[src/rtl/bram_pkg.sv]
// Shared BRAM definitions: default geometry and the playback FSM state encoding,
// also used by the EPP-to-BRAM controller.
package bram_pkg;

    localparam int BRAM_ADDR_W = 12;
    localparam int BRAM_DATA_W = 8;
    localparam int RATE_W      = 8;

    typedef enum logic [2:0] {
        ST_IDLE  = 3'd0,
        ST_ISSUE = 3'd1,
        ST_WAIT  = 3'd2,
        ST_HOLD  = 3'd3,
        ST_PACE  = 3'd4
    } bram_state_t;

    function automatic logic state_is_busy(bram_state_t s);
        return s != ST_IDLE;
    endfunction

endpackage

[src/rtl/bram_playback_if.sv]
// BRAM read port plus the outgoing byte stream of the playback engine.
interface bram_playback_if
    import bram_pkg::*;
#(
    parameter int ADDR_W = BRAM_ADDR_W,
    parameter int DATA_W = BRAM_DATA_W
);

    logic              bram_en;
    logic [ADDR_W-1:0] bram_addr;
    logic [DATA_W-1:0] bram_dout;

    // Stream: a byte transfers on every rising edge where dout_valid and
    // dout_ready are both high; once raised, dout_valid stays high and dout
    // stays stable until that transfer (or an abort/reset) happens.
    logic [DATA_W-1:0] dout;
    logic              dout_valid;
    logic              dout_ready;

    modport master (
        output bram_en, bram_addr, dout, dout_valid,
        input  bram_dout, dout_ready
    );

    modport slave (
        input  bram_en, bram_addr, dout, dout_valid,
        output bram_dout, dout_ready
    );

endinterface

[src/rtl/bram_playback_pace_counter.sv]
// Down-counter that spaces out stream bytes: load a value, count to zero.
module pace_counter #(
    parameter int W = 8
) (
    input  logic         clk,
    input  logic         rst,
    input  logic         load,
    input  logic [W-1:0] load_val,
    input  logic         en,
    output logic         zero
);

    logic [W-1:0] cnt_q;

    always_ff @(posedge clk) begin
        if (rst) begin
            cnt_q <= '0;
        end else if (load) begin
            cnt_q <= load_val;
        end else if (en && (cnt_q != '0)) begin
            cnt_q <= cnt_q - W'(1);
        end
    end

    assign zero = (cnt_q == '0);

endmodule

[src/rtl/bram_playback.sv]
// Plays a block of BRAM out as a valid/ready byte stream with optional pacing
// between bytes and optional endless looping over the block.
module bram_playback
    import bram_pkg::*;
#(
    parameter int ADDR_W = BRAM_ADDR_W,
    parameter int DATA_W = BRAM_DATA_W
) (
    input  logic                clk,
    input  logic                rst,
    input  logic                start,
    input  logic                abort,
    input  logic                loop_en,
    input  logic [ADDR_W-1:0]   base_addr,
    input  logic [ADDR_W:0]     length,
    input  logic [RATE_W-1:0]   rate_div,
    output logic                busy,
    output logic                done,
    output bram_state_t         dbg_state,
    bram_playback_if.master     bus
);

    localparam logic [ADDR_W:0] REM_ONE = (ADDR_W+1)'(1);

    bram_state_t         state_q, state_d;

    logic [ADDR_W-1:0]   addr_q;
    logic [ADDR_W-1:0]   base_q;
    logic [ADDR_W:0]     rem_q;
    logic [ADDR_W:0]     len_q;
    logic [RATE_W-1:0]   div_q;
    logic                loop_q;
    logic [DATA_W-1:0]   dout_q;
    logic                done_q;

    logic                ld_start;
    logic                consume;
    logic                reload;
    logic                finish;
    logic                pace_load;
    logic                pace_en;
    logic                pace_zero;
    logic                proceed;
    logic                last;

    always_ff @(posedge clk) begin
        if (rst) begin
            state_q <= ST_IDLE;
        end else begin
            state_q <= state_d;
        end
    end

    always_comb begin
        state_d   = state_q;
        ld_start  = 1'b0;
        consume   = 1'b0;
        reload    = 1'b0;
        finish    = 1'b0;
        pace_load = 1'b0;
        pace_en   = 1'b0;
        proceed   = 1'b0;
        last      = 1'b0;

        unique case (state_q)
            ST_IDLE: begin
                if (start) begin
                    ld_start = 1'b1;
                    if (length != '0) begin
                        state_d = ST_ISSUE;
                    end else begin
                        finish = 1'b1;
                    end
                end
            end
            ST_ISSUE: state_d = ST_WAIT;
            ST_WAIT:  state_d = ST_HOLD;
            ST_HOLD: begin
                if (bus.dout_ready) begin
                    consume = 1'b1;
                    if (div_q != '0) begin
                        pace_load = 1'b1;
                        state_d   = ST_PACE;
                    end else begin
                        // rem_q still counts the byte being consumed this cycle
                        proceed = 1'b1;
                        last    = (rem_q == REM_ONE);
                    end
                end
            end
            ST_PACE: begin
                if (pace_zero) begin
                    proceed = 1'b1;
                    last    = (rem_q == '0);
                end else begin
                    pace_en = 1'b1;
                end
            end
            default: state_d = ST_IDLE;
        endcase

        if (proceed) begin
            if (!last) begin
                state_d = ST_ISSUE;
            end else if (loop_q) begin
                reload  = 1'b1;
                state_d = ST_ISSUE;
            end else begin
                finish  = 1'b1;
                state_d = ST_IDLE;
            end
        end

        // Abort cancels everything queued up for this edge, including done.
        if (abort) begin
            state_d   = ST_IDLE;
            ld_start  = 1'b0;
            consume   = 1'b0;
            reload    = 1'b0;
            finish    = 1'b0;
            pace_load = 1'b0;
            pace_en   = 1'b0;
        end
    end

    always_ff @(posedge clk) begin
        if (rst) begin
            addr_q <= '0;
            base_q <= '0;
            rem_q  <= '0;
            len_q  <= '0;
            div_q  <= '0;
            loop_q <= 1'b0;
            dout_q <= '0;
            done_q <= 1'b0;
        end else begin
            done_q <= finish;
            if (ld_start) begin
                base_q <= base_addr;
                len_q  <= length;
                div_q  <= rate_div;
                loop_q <= loop_en;
                addr_q <= base_addr;
                rem_q  <= length;
            end
            if (consume) begin
                addr_q <= addr_q + ADDR_W'(1);
                rem_q  <= rem_q - REM_ONE;
            end
            if (reload) begin
                addr_q <= base_q;
                rem_q  <= len_q;
            end
            if (state_q == ST_WAIT) begin
                dout_q <= bus.bram_dout;
            end
        end
    end

    // Pacing starts right after a handshake, so the counter holds div-1 and
    // PACE lasts exactly rate_div cycles including the one that sees zero.
    pace_counter #(
        .W (RATE_W)
    ) u_pace (
        .clk      (clk),
        .rst      (rst),
        .load     (pace_load),
        .load_val (div_q - RATE_W'(1)),
        .en       (pace_en),
        .zero     (pace_zero)
    );

    assign bus.bram_en    = (state_q == ST_ISSUE);
    assign bus.bram_addr  = addr_q;
    assign bus.dout       = dout_q;
    assign bus.dout_valid = (state_q == ST_HOLD);
    assign busy           = state_is_busy(state_q);
    assign done           = done_q;
    assign dbg_state      = state_q;

endmodule
[src/flat_wrapper.sv]
// flat-port wrapper written by rule: the top's interface ports become plain ports
module bram_playback_flat import bram_pkg::*;
#(
    parameter int ADDR_W = BRAM_ADDR_W,
    parameter int DATA_W = BRAM_DATA_W
)
  (clk, rst, start, abort, loop_en, base_addr, length, rate_div, busy, done, dbg_state, bus_bram_en, bus_bram_addr, bus_dout, bus_dout_valid, bus_bram_dout, bus_dout_ready);
  bram_playback_if #(.ADDR_W(ADDR_W), .DATA_W(DATA_W)) bus_i ();
  input  logic clk;
  input  logic rst;
  input  logic start;
  input  logic abort;
  input  logic loop_en;
  input  logic [ADDR_W-1:0] base_addr;
  input  logic [ADDR_W:0] length;
  input  logic [RATE_W-1:0] rate_div;
  output logic busy;
  output logic done;
  output bram_state_t dbg_state;
  output wire logic [$bits(bus_i.bram_en)-1:0] bus_bram_en;
  output wire logic [$bits(bus_i.bram_addr)-1:0] bus_bram_addr;
  output wire logic [$bits(bus_i.dout)-1:0] bus_dout;
  output wire logic [$bits(bus_i.dout_valid)-1:0] bus_dout_valid;
  input wire logic [$bits(bus_i.bram_dout)-1:0] bus_bram_dout;
  input wire logic [$bits(bus_i.dout_ready)-1:0] bus_dout_ready;
  assign bus_bram_en = bus_i.bram_en;
  assign bus_bram_addr = bus_i.bram_addr;
  assign bus_dout = bus_i.dout;
  assign bus_dout_valid = bus_i.dout_valid;
  assign bus_i.bram_dout = bus_bram_dout;
  assign bus_i.dout_ready = bus_dout_ready;
  bram_playback #(.ADDR_W(ADDR_W), .DATA_W(DATA_W)) u_core (.clk(clk), .rst(rst), .start(start), .abort(abort), .loop_en(loop_en), .base_addr(base_addr), .length(length), .rate_div(rate_div), .busy(busy), .done(done), .dbg_state(dbg_state), .bus(bus_i));
endmodule
[config.mk]
export PLATFORM = sky130hd
export DESIGN_NAME = bram_playback_flat
export DESIGN_NICKNAME = d
export VERILOG_FILES = /design/src/rtl/bram_pkg.sv /design/src/rtl/bram_playback_if.sv /design/src/rtl/bram_playback_pace_counter.sv /design/src/rtl/bram_playback.sv /design/src/flat_wrapper.sv
export SDC_FILE = /design/constraint.sdc
export NUM_CORES = 1
export LEC_CHECK = 0
export BUFFER_PORTS_ARGS = -buffer_cell sky130_fd_sc_hd__buf_4
export CAP_MARGIN = 20
export CORE_AREA = 4 4 95 97
export CTS_CLUSTER_SIZE = 30
export DETAILED_ROUTE_END_ITERATION = 12
export DIE_AREA = 0 0 99 101
export HOLD_SLACK_MARGIN = 0.05
export PLACE_DENSITY = 0.87
export SLEW_MARGIN = 30
export SYNTH_ARGS = -nofsm -noshare
export SYNTH_HDL_FRONTEND = slang
export SYNTH_HIERARCHICAL = 1
export SYNTH_SLANG_ARGS = --single-unit
[constraint.sdc]
create_clock -name clk -period 2.2 [get_ports clk]
set_input_delay 0.11 -clock clk [delete_from_list [all_inputs] [get_ports clk]]
set_output_delay 0.11 -clock clk [all_outputs]
set_load 0.005 [all_outputs]
==> results_dict.tcl <==
set metrics [dict create \
    outcome "finished with violations" \
    violations "setup timing" \
    fmax_mhz 411 \
    drive_above_1_share 0.252 \
    synthFlopType "dfxtp_1" \
    crit_path_max_fanout 5 \
    cellInternalPower_mw 2.24 \
    rr_worst_depth 8 \
    area_growth_syn_to_layout_pct 37.2 \
    wl_per_cell_um 16.7 \
    grt_pass1_wl_mm 20.4 \
    end_kind "register" \
    min_from "rate_div[6]" \
    setup_viol 29 \
    path_class "reg2reg" \
    vias_per_cell 5.95 \
    netlist_area_sq_um 4130 \
    rsz0062_at_grt "true" \
    r2r-start "u_core/u_pace/cnt_q[2]" \
    grt_overflow_total 0 \
    place_congestion 0.902 \
    hold_class "in2reg" \
    ys_seq_elements 79 \
    ir_drop_uv 381 \
    fillCellCount 580 \
    p_leak_nw 2.26 \
    drv_slew 0 \
    antenna_found_initial 0 \
    initial_core_util 0.507 \
    route.detailed.drc 0 \
    final_net_count 710 \
    cts_sinks 79 \
    grt_pass1_vias 4428 \
    die-area_sq_um 10000 \
    power.density_nw_per_um2 548 \
    die_x_um 99 \
    dp_hpwl_mm 8.20 \
    worstHoldPathCells 3 \
    cts_tree "yes" \
    io_buffers 73 \
    grt_max_degree 91 \
    min_period_ns 2.43 \
    first_iter_violations 391 \
    syn_avg_cell_area_sq_um 7.93 \
    cap_violations 0 \
    seq_power_share 0.503 \
    setup_ws_ns -0.231 \
    synth-edff-count 0 \
    clkPwrFrac 0.322 \
    cts_buffers 9 \
    post_dp_cell_area_sq_um 5010 \
    fin_area_sq_um 5660 \
    finalPower_mw 3.10 \
    die_h_um 101 \
    rr_endpoint "u_core/bus.bram_addr[8]" \
    dr.pass1.iters 7 \
    crit_required_ns 2.47 \
    grt_usage 0.249 \
    combPwrFrac 0.175 \
    syn_nets 575 \
    num_vias 4551 \
    p_sw_uw 862 \
    insertedDiodeCount 0 \
    core_sq_um 8130 \
    fin_util 0.696 \
    clkLatencyLatePin_ns 0.35 \
    setup_tns_ns -3.57 \
    tightest_slew_ns 0.911 \
    hold_viol 0 \
    fin_skew_ns 0.0101 \
    holdPathEnd "u_core/div_q[6]" \
    path_clk_slew_ns 0.08 \
    yosysSeqAreaShare 0.383 \
    yosys_warnings 6 \
    synth_cell_types 67 \
    syn_inst 520 \
    crit_path_start_kind "register" \
    ant_nets 0 \
    finalCritPeriodShare 1.11 \
    htreeDepth 3 \
    crit_arrival_ns 2.70 \
    async_reset_ff_frac 0 \
    routed_wl_mm 12.8 \
    cts_buffer_depth 2 \
    swShare 0.278 \
    rows 33 \
    clockRootBuffer "clkbuf_8" \
    r2r_setup_slack_ns -0.23 \
    io_pins 74 \
    maxSlewHeadroom 0.393 \
]
[cells by family after synthesis]
logic type | after synthesis | synth area share
compound gates | 145 | 0.227
xor+xnor | 9 | 0.0191
fa+ha+maj | 8 | 0.0243
buf+inv | 47 | 0.0525
flops | 79 | 0.383
mux | 2 | 0.00485
simple gates | 230 | 0.289
[final cells by class]
class	instances	area (sq um)	area share
Tap cell	105	131	0.0232
Sequential cell	79	1580	0.280
Clock inverter	3	17.5	0.00309
Inverter	14	56.3	0.00995
Clock buffer	13	159	0.0281
Multi-Input combinational cell	394	2380	0.420
Timing Repair Buffer	157	1340	0.236
[sequential cells by signal, summed over array words and instances (netlist names)]
signal and count:
u_core/bus.dout 8, u_core/loop_q 1, u_core/div_q 8, u_core/u_pace/cnt_q 8, u_core/dbg_state 3, u_core/rem_q 13, u_core/bus.bram_addr 12, u_core/done 1
u_core/base_q 12, u_core/len_q 13
[Yosys cell counts (8+ instances only)]
| cell type | instances | share of area |
|---|---|---|
| nand3b_1 | 10 | 0.018 |
| nand2_1 | 104 | 0.095 |
| a211oi_1 | 13 | 0.024 |
| nor2_1 | 39 | 0.035 |
| a21oi_1 | 69 | 0.084 |
| nor3_1 | 14 | 0.017 |
| clkbuf_1 | 14 | 0.013 |
| ha_1 | 8 | 0.024 |
| buf_2 | 14 | 0.017 |
| dfxtp_1 | 79 | 0.38 |
| nand3_1 | 8 | 0.0097 |
| inv_1 | 13 | 0.012 |
| o21ai_0 | 21 | 0.025 |
[worst max-delay path, stage by stage (launching register included)]
cell      delay, ns
dfxtp_2        0.33
or4_4          0.55
nor4_4         0.24
nand3_1        0.17
a211oi_2       0.27
and4bb_2       0.36
buf_6          0.15
a311oi_2       0.05
a211oi_2       0.23
[metrics by stage]
| step | hold WS, ns | worst slack (ns) | instances |
|---|---|---|---|
| 3_3_place_gp | 0.357 | -0.0210 | 707 |
| 5_1_grt | 0.0690 | -0.270 | 765 |
| 6_report | 0.0606 | -0.231 | 765 |
| 3_5_place_dp | 0.367 | -0.120 | 707 |
| 2_1_floorplan | 0.246 | -0.00659 | 520 |
| 4_1_cts | 0.0675 | -0.114 | 765 |
[placed cells by master, fill, tap and decap left out, drive strengths merged, types with 7 or more instances in the layout]
| master | count |
|---|---|
| nand3 | 8 |
| clkbuf | 13 |
| buf | 117 |
| or3 | 7 |
| dfxtp | 79 |
| nor3b | 8 |
| a21oi | 70 |
| inv | 13 |
| a211oi | 17 |
| o21ai | 22 |
| or4 | 7 |
| nor2 | 40 |
| nand3b | 10 |
| ha | 8 |
| nand2 | 104 |
| a311oi | 7 |
| nor3 | 14 |
| nor4 | 9 |
| dlygate4sd3 | 40 |
[power by group through the flow]
stage | Combinational (mW) | Clock [mW] | Sequential (mW)
6_report | 0.543 | 0.999 | 1.56
5_1_grt | 0.589 | 1.07 | 1.57
4_1_cts | 0.525 | 1.01 | 1.55
3_5_place_dp | 0.465 | 0 | 1.59
3_3_place_gp | 0.451 | 0 | 1.58
2_1_floorplan | 0.270 | 0 | 1.57
[routing by layer]
layer / share of wire / routed length, um / track usage / vias up
met5: 0 / 0 / 0 / -
met2: 0.52 / 6590 / 0.440 / 223
met4: 0.023 / 288 / 0.0956 / 0
li1: - / - / - / 2142
met1: 0.39 / 4970 / 0.294 / 2153
met3: 0.073 / 933 / 0.0540 / 33
[worst max path at each step]
| stage | from | to | slack [ns] | depth (start not counted) |
|---|---|---|---|---|
| final | u_core/u_pace/cnt_q[2] | u_core/bus.bram_addr[8] | -0.23 | 8 |
| after global routing | u_core/u_pace/cnt_q[2] | u_core/bus.bram_addr[8] | -0.27 | 8 |
| after CTS | u_core/u_pace/cnt_q[2] | u_core/bus.bram_addr[8] | -0.11 | 8 |
| after detailed placement | u_core/u_pace/cnt_q[2] | u_core/bus.bram_addr[8] | -0.12 | 8 |
| after global placement | u_core/u_pace/cnt_q[2] | u_core/bus.bram_addr[8] | -0.02 | 8 |
| after floorplan | u_core/u_pace/cnt_q[0] | u_core/u_pace/cnt_q[7] | -0.007 | 9 |
[timing repair]
| item | CTS | global route |
|---|---|---|
| endpoints found under the setup margin | 18 | 32 |
| pin swaps | 1 | 2 |
| buffers inserted | 1 | 0 |
| endpoints found under the hold margin | 40 | 0 |
| resized for setup | 4 | 18 |
| gates cloned | 1 | 0 |
| hold buffers | 40 | 0 |
No activity file was read; power rests on OpenSTA's default activity.
